File: config.mk
export PLATFORM = sky130hd
export DESIGN_NAME = hex_view_sched
export DESIGN_NICKNAME = d
export VERILOG_FILES = /design/src/rtl/hex_view_sched.sv
export SDC_FILE = /design/constraint.sdc
export NUM_CORES = 1
export LEC_CHECK = 0
export CAP_MARGIN = 20
export CORE_ASPECT_RATIO = 1.1
export CORE_UTILIZATION = 56
export DETAILED_ROUTE_END_ITERATION = 7
export DONT_BUFFER_PORTS = 1
export GPL_TIMING_DRIVEN = 0
export PLACE_DENSITY = 0.71
export SLEW_MARGIN = 25
export SYNTH_ARGS = -nofsm -noshare
export SYNTH_HDL_FRONTEND = slang
export SYNTH_SLANG_ARGS = --single-unit
File: constraint.sdc
create_clock -name clk -period 3.3 [get_ports clk]
set_input_delay 0.33 -clock clk [delete_from_list [all_inputs] [get_ports clk]]
set_output_delay 0.33 -clock clk [all_outputs]
set_load 0.01 [all_outputs]
File: src/rtl/hex_view_sched.sv
// Round-robin seven-segment debug view: time-shares the four hex digits between
// NUM_SRC 16-bit sources with a dwell timer, manual advance and freeze.
module hex_view_sched #(
  parameter int NUM_SRC = 4,
  parameter int DWELL   = 50_000_000,
  parameter int IDXW    = $clog2(NUM_SRC)
) (
  input  logic                    clk,
  input  logic                    rst,
  input  logic [NUM_SRC*16-1:0]   src_data,
  input  logic [NUM_SRC-1:0]      src_valid,
  input  logic                    adv,
  input  logic                    freeze,
  output logic [6:0]              hex0,
  output logic [6:0]              hex1,
  output logic [6:0]              hex2,
  output logic [6:0]              hex3,
  output logic [IDXW-1:0]         sel_idx,
  output logic                    disp_valid
);

  localparam int CNTW = $clog2(DWELL);
  localparam logic [CNTW-1:0] CNT_LAST = CNTW'(DWELL - 1);

  typedef enum logic [1:0] {IDLE, LOAD, SHOW} state_t;

  state_t            state, next_state;
  logic [15:0]       snapshot;
  logic [15:0]       cur_data;
  logic [CNTW-1:0]   cnt;
  logic              adv_q;
  logic              adv_rise;
  logic              any_valid;
  logic [IDXW-1:0]   pick_idx;
  logic              take_pick;
  logic              load_snap;
  logic              cnt_inc;

  function automatic logic [6:0] seg7(input logic [3:0] nib);
    case (nib)
      4'h0: seg7 = 7'b1000000;
      4'h1: seg7 = 7'b1111001;
      4'h2: seg7 = 7'b0100100;
      4'h3: seg7 = 7'b0110000;
      4'h4: seg7 = 7'b0011001;
      4'h5: seg7 = 7'b0010010;
      4'h6: seg7 = 7'b0000010;
      4'h7: seg7 = 7'b1111000;
      4'h8: seg7 = 7'b0000000;
      4'h9: seg7 = 7'b0010000;
      4'hA: seg7 = 7'b0001000;
      4'hB: seg7 = 7'b0000011;
      4'hC: seg7 = 7'b0100111;
      4'hD: seg7 = 7'b0100001;
      4'hE: seg7 = 7'b0000110;
      default: seg7 = 7'b0001110;
    endcase
  endfunction

  assign any_valid = |src_valid;
  assign adv_rise  = adv & ~adv_q;

  // Search begins one past the current index, so a lone valid source reselects itself.
  always_comb begin
    int idx;
    logic found;
    pick_idx = sel_idx;
    found    = 1'b0;
    idx      = 0;
    for (int k = 1; k <= NUM_SRC; k++) begin
      idx = int'(sel_idx) + k;
      if (idx >= NUM_SRC) idx = idx - NUM_SRC;
      if (!found && src_valid[idx]) begin
        pick_idx = IDXW'(idx);
        found    = 1'b1;
      end
    end
  end

  always_comb begin
    cur_data = '0;
    for (int i = 0; i < NUM_SRC; i++) begin
      if (IDXW'(i) == sel_idx) cur_data = src_data[16*i +: 16];
    end
  end

  always_ff @(posedge clk or negedge rst) begin
    if (!rst) state <= IDLE;
    else      state <= next_state;
  end

  always_comb begin
    next_state = state;
    take_pick  = 1'b0;
    load_snap  = 1'b0;
    cnt_inc    = 1'b0;
    case (state)
      IDLE: begin
        if (any_valid) begin
          next_state = LOAD;
          take_pick  = 1'b1;
        end
      end
      LOAD: begin
        if (!src_valid[sel_idx]) begin
          next_state = IDLE;
        end else begin
          next_state = SHOW;
          load_snap  = 1'b1;
        end
      end
      SHOW: begin
        // Expiry and a manual edge in the same cycle collapse into one advance.
        if (!any_valid) begin
          next_state = IDLE;
        end else if (!src_valid[sel_idx] || adv_rise || (!freeze && cnt == CNT_LAST)) begin
          next_state = LOAD;
          take_pick  = 1'b1;
        end else if (!freeze) begin
          cnt_inc = 1'b1;
        end
      end
      default: next_state = IDLE;
    endcase
  end

  always_ff @(posedge clk or negedge rst) begin
    if (!rst) begin
      sel_idx    <= '0;
      snapshot   <= '0;
      cnt        <= '0;
      adv_q      <= 1'b0;
      disp_valid <= 1'b0;
    end else begin
      adv_q <= adv;
      if (take_pick) sel_idx <= pick_idx;
      if (load_snap) begin
        snapshot <= cur_data;
        cnt      <= '0;
      end else if (cnt_inc) begin
        cnt <= cnt + CNTW'(1);
      end
      // Stays high across a source switch; only entry from IDLE waits for the snapshot.
      disp_valid <= (next_state == SHOW) || (state == SHOW && next_state == LOAD);
    end
  end

  always_comb begin
    hex0 = 7'h7f;
    hex1 = 7'h7f;
    hex2 = 7'h7f;
    hex3 = 7'h7f;
    if (disp_valid) begin
      hex0 = seg7(snapshot[3:0]);
      hex1 = seg7(snapshot[7:4]);
      hex2 = seg7(snapshot[11:8]);
      hex3 = seg7(snapshot[15:12]);
    end
  end

endmodule

* Word level (Yosys, flattened, before mapping)
Memories as Yosys holds them, arrays and structs flattened. Index checks and enable logic that the tools add are counted.
Word-level totals: register bits after elaboration 48, bits in read-only memories 448, input port bits 72, output and inout port bits 31, logic and storage cells 107, memories kept 4
Cells by class: add/sub/neg operators 9, $lt $le $gt $ge 9, equal/unequal tests 8, multiplexer cells 50, bitwise logic cells 2, reduce and logical (&&, ||, !) cells 19
Memories:
- (no name shown) | words 16, bits a word 7, read ports 1, clocked after Yosys merged registers in 0, write ports 0, RTL line 40 | case (nib)
- (no name shown) | words 16, bits a word 7, read ports 1, clocked after Yosys merged registers in 0, write ports 0, RTL line 40
- (no name shown) | words 16, bits a word 7, read ports 1, clocked after Yosys merged registers in 0, write ports 0, RTL line 40
- (no name shown) | words 16, bits a word 7, read ports 1, clocked after Yosys merged registers in 0, write ports 0, RTL line 40
Operators by type and width (count):
- 32-bit by 4-bit less-than comparator with 1-bit output (second input constant) | 4
- 32-bit 2-to-1 mux | 4
- 16-bit 2-to-1 mux | 4
- 26-bit 2-to-1 mux | 2
- 7-bit 2-to-1 mux | 4
- 26-bit by 1-bit adder with 26-bit output (second input constant) | 1
- 26-bit equality test (second input constant) | 1
- 1-bit 2-to-1 mux | 21
- 2-bit 2-to-1 mux | 8
- 3-bit by 3-bit subtractor with 4-bit output (second input constant) | 3
- 1-bit binary-select mux with 2-bit select | 5
- 3-bit >= comparator (second input constant) | 3
- 2-bit by 2-bit adder with 3-bit output (second input constant) | 2
- 2-bit one-hot mux with 3 select lines | 1
- 1-bit logical AND | 5
- 1-bit zero test | 5
- 4-bit by 3-bit subtractor with 5-bit output (second input constant) | 1
- 2-bit by 3-bit adder with 4-bit output (second input constant) | 1
- 2-bit by 1-bit equality test with 1-bit output (second input constant) | 2
- 2-bit equality test (first input constant) | 2
- 2-bit equality test (second input constant) | 2
- 4-bit by 3-bit >= comparator with 1-bit output (second input constant) | 1
- 2-bit zero test | 2
- 4-bit nonzero test | 1
- 10 further kinds | 12

* Depth between registers and ports, before layout
word-level depth 17, gate-level depth with buffers 10, mapped depth without buffers 7

* Worst setup path after synthesis
No wires, ideal clock.
kind reg-to-reg, from reg sel_idx[0], to reg cnt[13], library setup time 0.078 ns, arrival time 2.082 ns, required time 3.222 ns, path slack 1.140 ns, cell stages (with the launch flop) 8, path buffers 2, period minus slack after synthesis 2.160 ns, cell sequence dfrtp_1 > buf_6 > mux4_2 > and4b_1 > a21bo_1 > buf_6 > or4_1 > a21oi_1
Between the ends: longest elaborated chain between the ends 9, elaborated cells on any way between the ends 12, classes of those cells mux: 8; reduce/logical: 4
Ends and longest elaborated chain:
- start, declared | RTL line 18 | output logic [IDXW-1:0] sel_idx,
- start signal, assigned | RTL line 136 | if (take_pick) sel_idx <= pick_idx;
- 1-bit binary-select mux with 2-bit select * | RTL line 105, 116
- 1-bit 2-to-1 mux (implied by the code) * | RTL line 105, 116
- 1-bit zero test | RTL line 116 | end else if (!src_valid[sel_idx] || adv_rise || (!freeze && cnt == CNT_LAST)) begin
- 1-bit logical OR (2 in a row) | RTL line 116
- 1-bit 2-to-1 mux | RTL line 116
- 1-bit 2-to-1 mux | RTL line 114 | if (!any_valid) begin
- 1-bit 2-to-1 mux | RTL line 97 | case (state)
- 2-bit nonzero test (no source line)
- end signal, assigned | RTL line 141 | cnt <= cnt + CNTW'(1);
- end, declared | RTL line 30 | logic [CNTW-1:0] cnt;
Mark *: on every way between the ends. The rest lies on a longest branch, timed or not. The select of a mux whose other input is x is not followed. A chain may end at the register's enable or synchronous reset.

* Final worst setup path
from reg sel_idx[0], to reg snapshot[5]
Between the ends: longest elaborated chain between the ends 5, elaborated cells on any way between the ends 12, classes of those cells eq/ne: 3; mux: 8; reduce/logical: 1
Ends and longest elaborated chain:
- 2-bit zero test | RTL line 83 | if (IDXW'(i) == sel_idx) cur_data = src_data[16*i +: 16];
- 16-bit 2-to-1 mux (4 in a row) | RTL line 83
- end signal, assigned | RTL line 138 | snapshot <= cur_data;
- end, declared | RTL line 28 | logic [15:0] snapshot;
Several ways; a longest one is shown, not always the timed one. The select of a mux whose other input is x is not followed.

==> flow_summary.ini <==
[sta]
fin_crit_sh = 0.760
maxSlewHeadroom = 0.548
clock_skew_ps = 5.06
layout_min_cycle_time_ps = 2510
slew_viol_final = 0
hold_viol_final = 0
final.setup.tns_ps = 0
worst_slew_pin_slew_ps = 676
rsz0062_at_grt = false
timing.hold.ws_ps = 48.9
max_freq_mhz = 399
finalSetupViolCount = 0

[critical_path]
crit_path_cell_trace = buf_6 -> inv_1 -> ha_1 -> clkbuf_1 -> clkbuf_1 -> nand3b_1 -> a21oi_1 -> a21oi_1 -> o211ai_1 -> a21boi_0
path_delay_family = buffers and inverters
worst_setup_path_end_kind = register
worstPathMaxFanout = 10
r2r_end = snapshot[5]
path_buf_inv = 4
worstPathArrival_ps = 2730
critPathLaunchType = register
critPathMaxStageDelay_ps = 460
setup.worst_path.class = reg -> reg
cpMaxStageDelayCell = dfrtp_1
reg2reg_slack_ps = 790
r2r_cells = 10
cp.required_ps = 3520
worstReg2RegStart = sel_idx[0]

[logic_synthesis]
yosys_warnings = 0
synth_top_family_by_area = simple AND/OR/NAND/NOR gates
netlist_area_um2 = 4120
synth_edf_count = 0
synth-simple-area-share = 0.252
synth_xor_area_frac = 0.00213
ys_ff_latch = 48
avgSynthCellArea_um2 = 8.17
synth_fa_ha_area_frac = 0.0881
synth.net_count = 605
synth_area_leader_cell = dfrtp_1
seq_area_frac_synth = 0.292
async_reset_ff_frac = 1.00
ys.flop_type = dfrtp_1
synth_cell_types = 45
syn-instance-count = 504
yosys.area.top_type_share = 0.292
synth_common_cells = nand2_1, a21oi_1, dfrtp_1
synthMuxAreaShare = 0.0890
synthMostInstantiatedCell = nand2_1
synth_area_leaders = dfrtp_1, ha_1, nand2_1
synth-compound-area-share = 0.223

[clock_network]
clock-sinks = 48
clk_pin_slew_worst_paths_ps = 90
cts-root-buf = clkbuf_8
cts_tree = built
cts_buffers = 5
post_cts_resized = 0
clkLatencyLatePin_ps = 300
clock_path_buffers = 2
htreeDepth = 2

[cells_and_area]
post-route-util = 0.618
fillerInstances = 660
design_area_um2 = 4360
nets = 614
multiInputGateArea_um2 = 2700
area_growth_pct = 5.74
drive_gt1_frac = 0.0545
instances_no_fill = 599
insertedDiodeCount = 0
seq_area_um2 = 1200

[route]
drt-initial-drc-count = 153
vias_per_cell = 6.44
first_pass_iters = 4
wl_um = 11200
vias = 3857
wire_per_inst_um = 18.6
post-route-drc-count = 0
ant_nets = 0

[worst_hold_path]
hold-path-cell-count = 0
min_to = adv_q
worstHoldPathType = in -> reg
min_from = adv

[floorplanning]
design.core.area_um2 = 7050
start_util = 0.585
die_x_um = 83.8
io_pins = 103
die_h_um = 92.0
die_area_um2 = 7700
row_count = 32

[place]
place.gp.congestion = 0.906
port_buffers = 0
hpwl_um = 8550
dp.cells = 589
dpl_cell_area_um2 = 4230

[grt]
grt_pass1_wl_um = 18300
grt_max_degree = 49
track_usage = 0.297
overflow = 0
antenna_found_initial = 0
grt_pass1_vias = 3724

[pwr]
cellLeakagePower_nw = 1.69
ir_drop_v = 0.000464
cellPowerDensity_nw_per_um2 = 823

[run]
cap_viol_max_count = 0

[outcome]
outcome = complete, no violations
-- power breakdown --
| part | internal, mW | switching (mW) |
|---|---|---|
| clock network | 0.168 | 0.196 |
| logic | 0.892 | 1.38 |
| registers | 0.733 | 0.217 |
| total | 1.79 | 1.79 |
-- worst max path at each step --
stage,from,end,cells after the start
final,sel_idx[0],snapshot[5],10
after global routing,sel_idx[0],snapshot[5],10
after CTS,sel_idx[0],snapshot[5],10
after detailed placement,sel_idx[0],snapshot[5],10
after global placement,sel_idx[0],snapshot[5],10
after floorplan,sel_idx[0],cnt[13],7
-- metrics by stage --
stage | power (mW) | setup WS [ps]
finish | 3.58 | 792
CTS | 3.58 | 800
global placement | 3.13 | 852
global route | 3.91 | 555
detailed placement | 3.20 | 837
floorplan | 2.70 | 1140
-- cell type report --
cell class	instances	share of cell area
buffer	33	0.0336
clock buffer	6	0.0190
clock inverter	2	0.00230
inverter	20	0.0172
multi-input combinational	403	0.619
sequential	48	0.276
tap	85	0.0244
timing repair buffer	2	0.00862
-- state kept, by name (all words and copies together) (netlist names) --
register    cells
cnt            26
snapshot       16
sel_idx         2
state           2
adv_q           1
disp_valid      1
-- metal layers --
metal	up-vias	track usage	wire length, µm
li1	1863	-	-
met1	1842	0.389	4920
met2	130	0.503	5460
met3	22	0.0459	555
met4	0	0.0989	236
met5	-	0	0
-- placed cells by master (no fill, tap or decap), types with 2 or more instances in the layout --
cell type  instances
a21boi_0           9
o31ai_1           10
inv_1             20
buf_6              2
nand4_1           11
ha_1              29
mux2i_1           16
nand3_1           16
clkbuf_8           6
nor2b_1            6
mux2_2             2
mux4_2             7
o21ai_0           24
or2_2              5
nand2b_1           9
and4_1             3
nand3b_1          20
buf_4              2
nor2_1            19
nor3_1             3
a21oi_1           58
clkinv_2           2
o311ai_0           3
or4_1             10
nand2_1           78
nor4_1             7
dfrtp_1           48
o21a_1             7
clkbuf_1          29
or3_1              8
o211ai_1          27
-- cell families after synthesis --
| kind of cell | count (synthesis) |
|---|---|
| compound gates | 148 |
| xor+xnor | 1 |
| fa+ha+maj | 29 |
| buf+inv | 53 |
| flops | 48 |
| mux | 26 |
| simple gates | 199 |
-- repair_timing --
action / 4_1_cts / 5_1_grt
hold buffers: 2 / 0
endpoints found under the hold margin: 48 / 0
buffers inserted: 0 / 0
(Power assumes the default switching activity.)
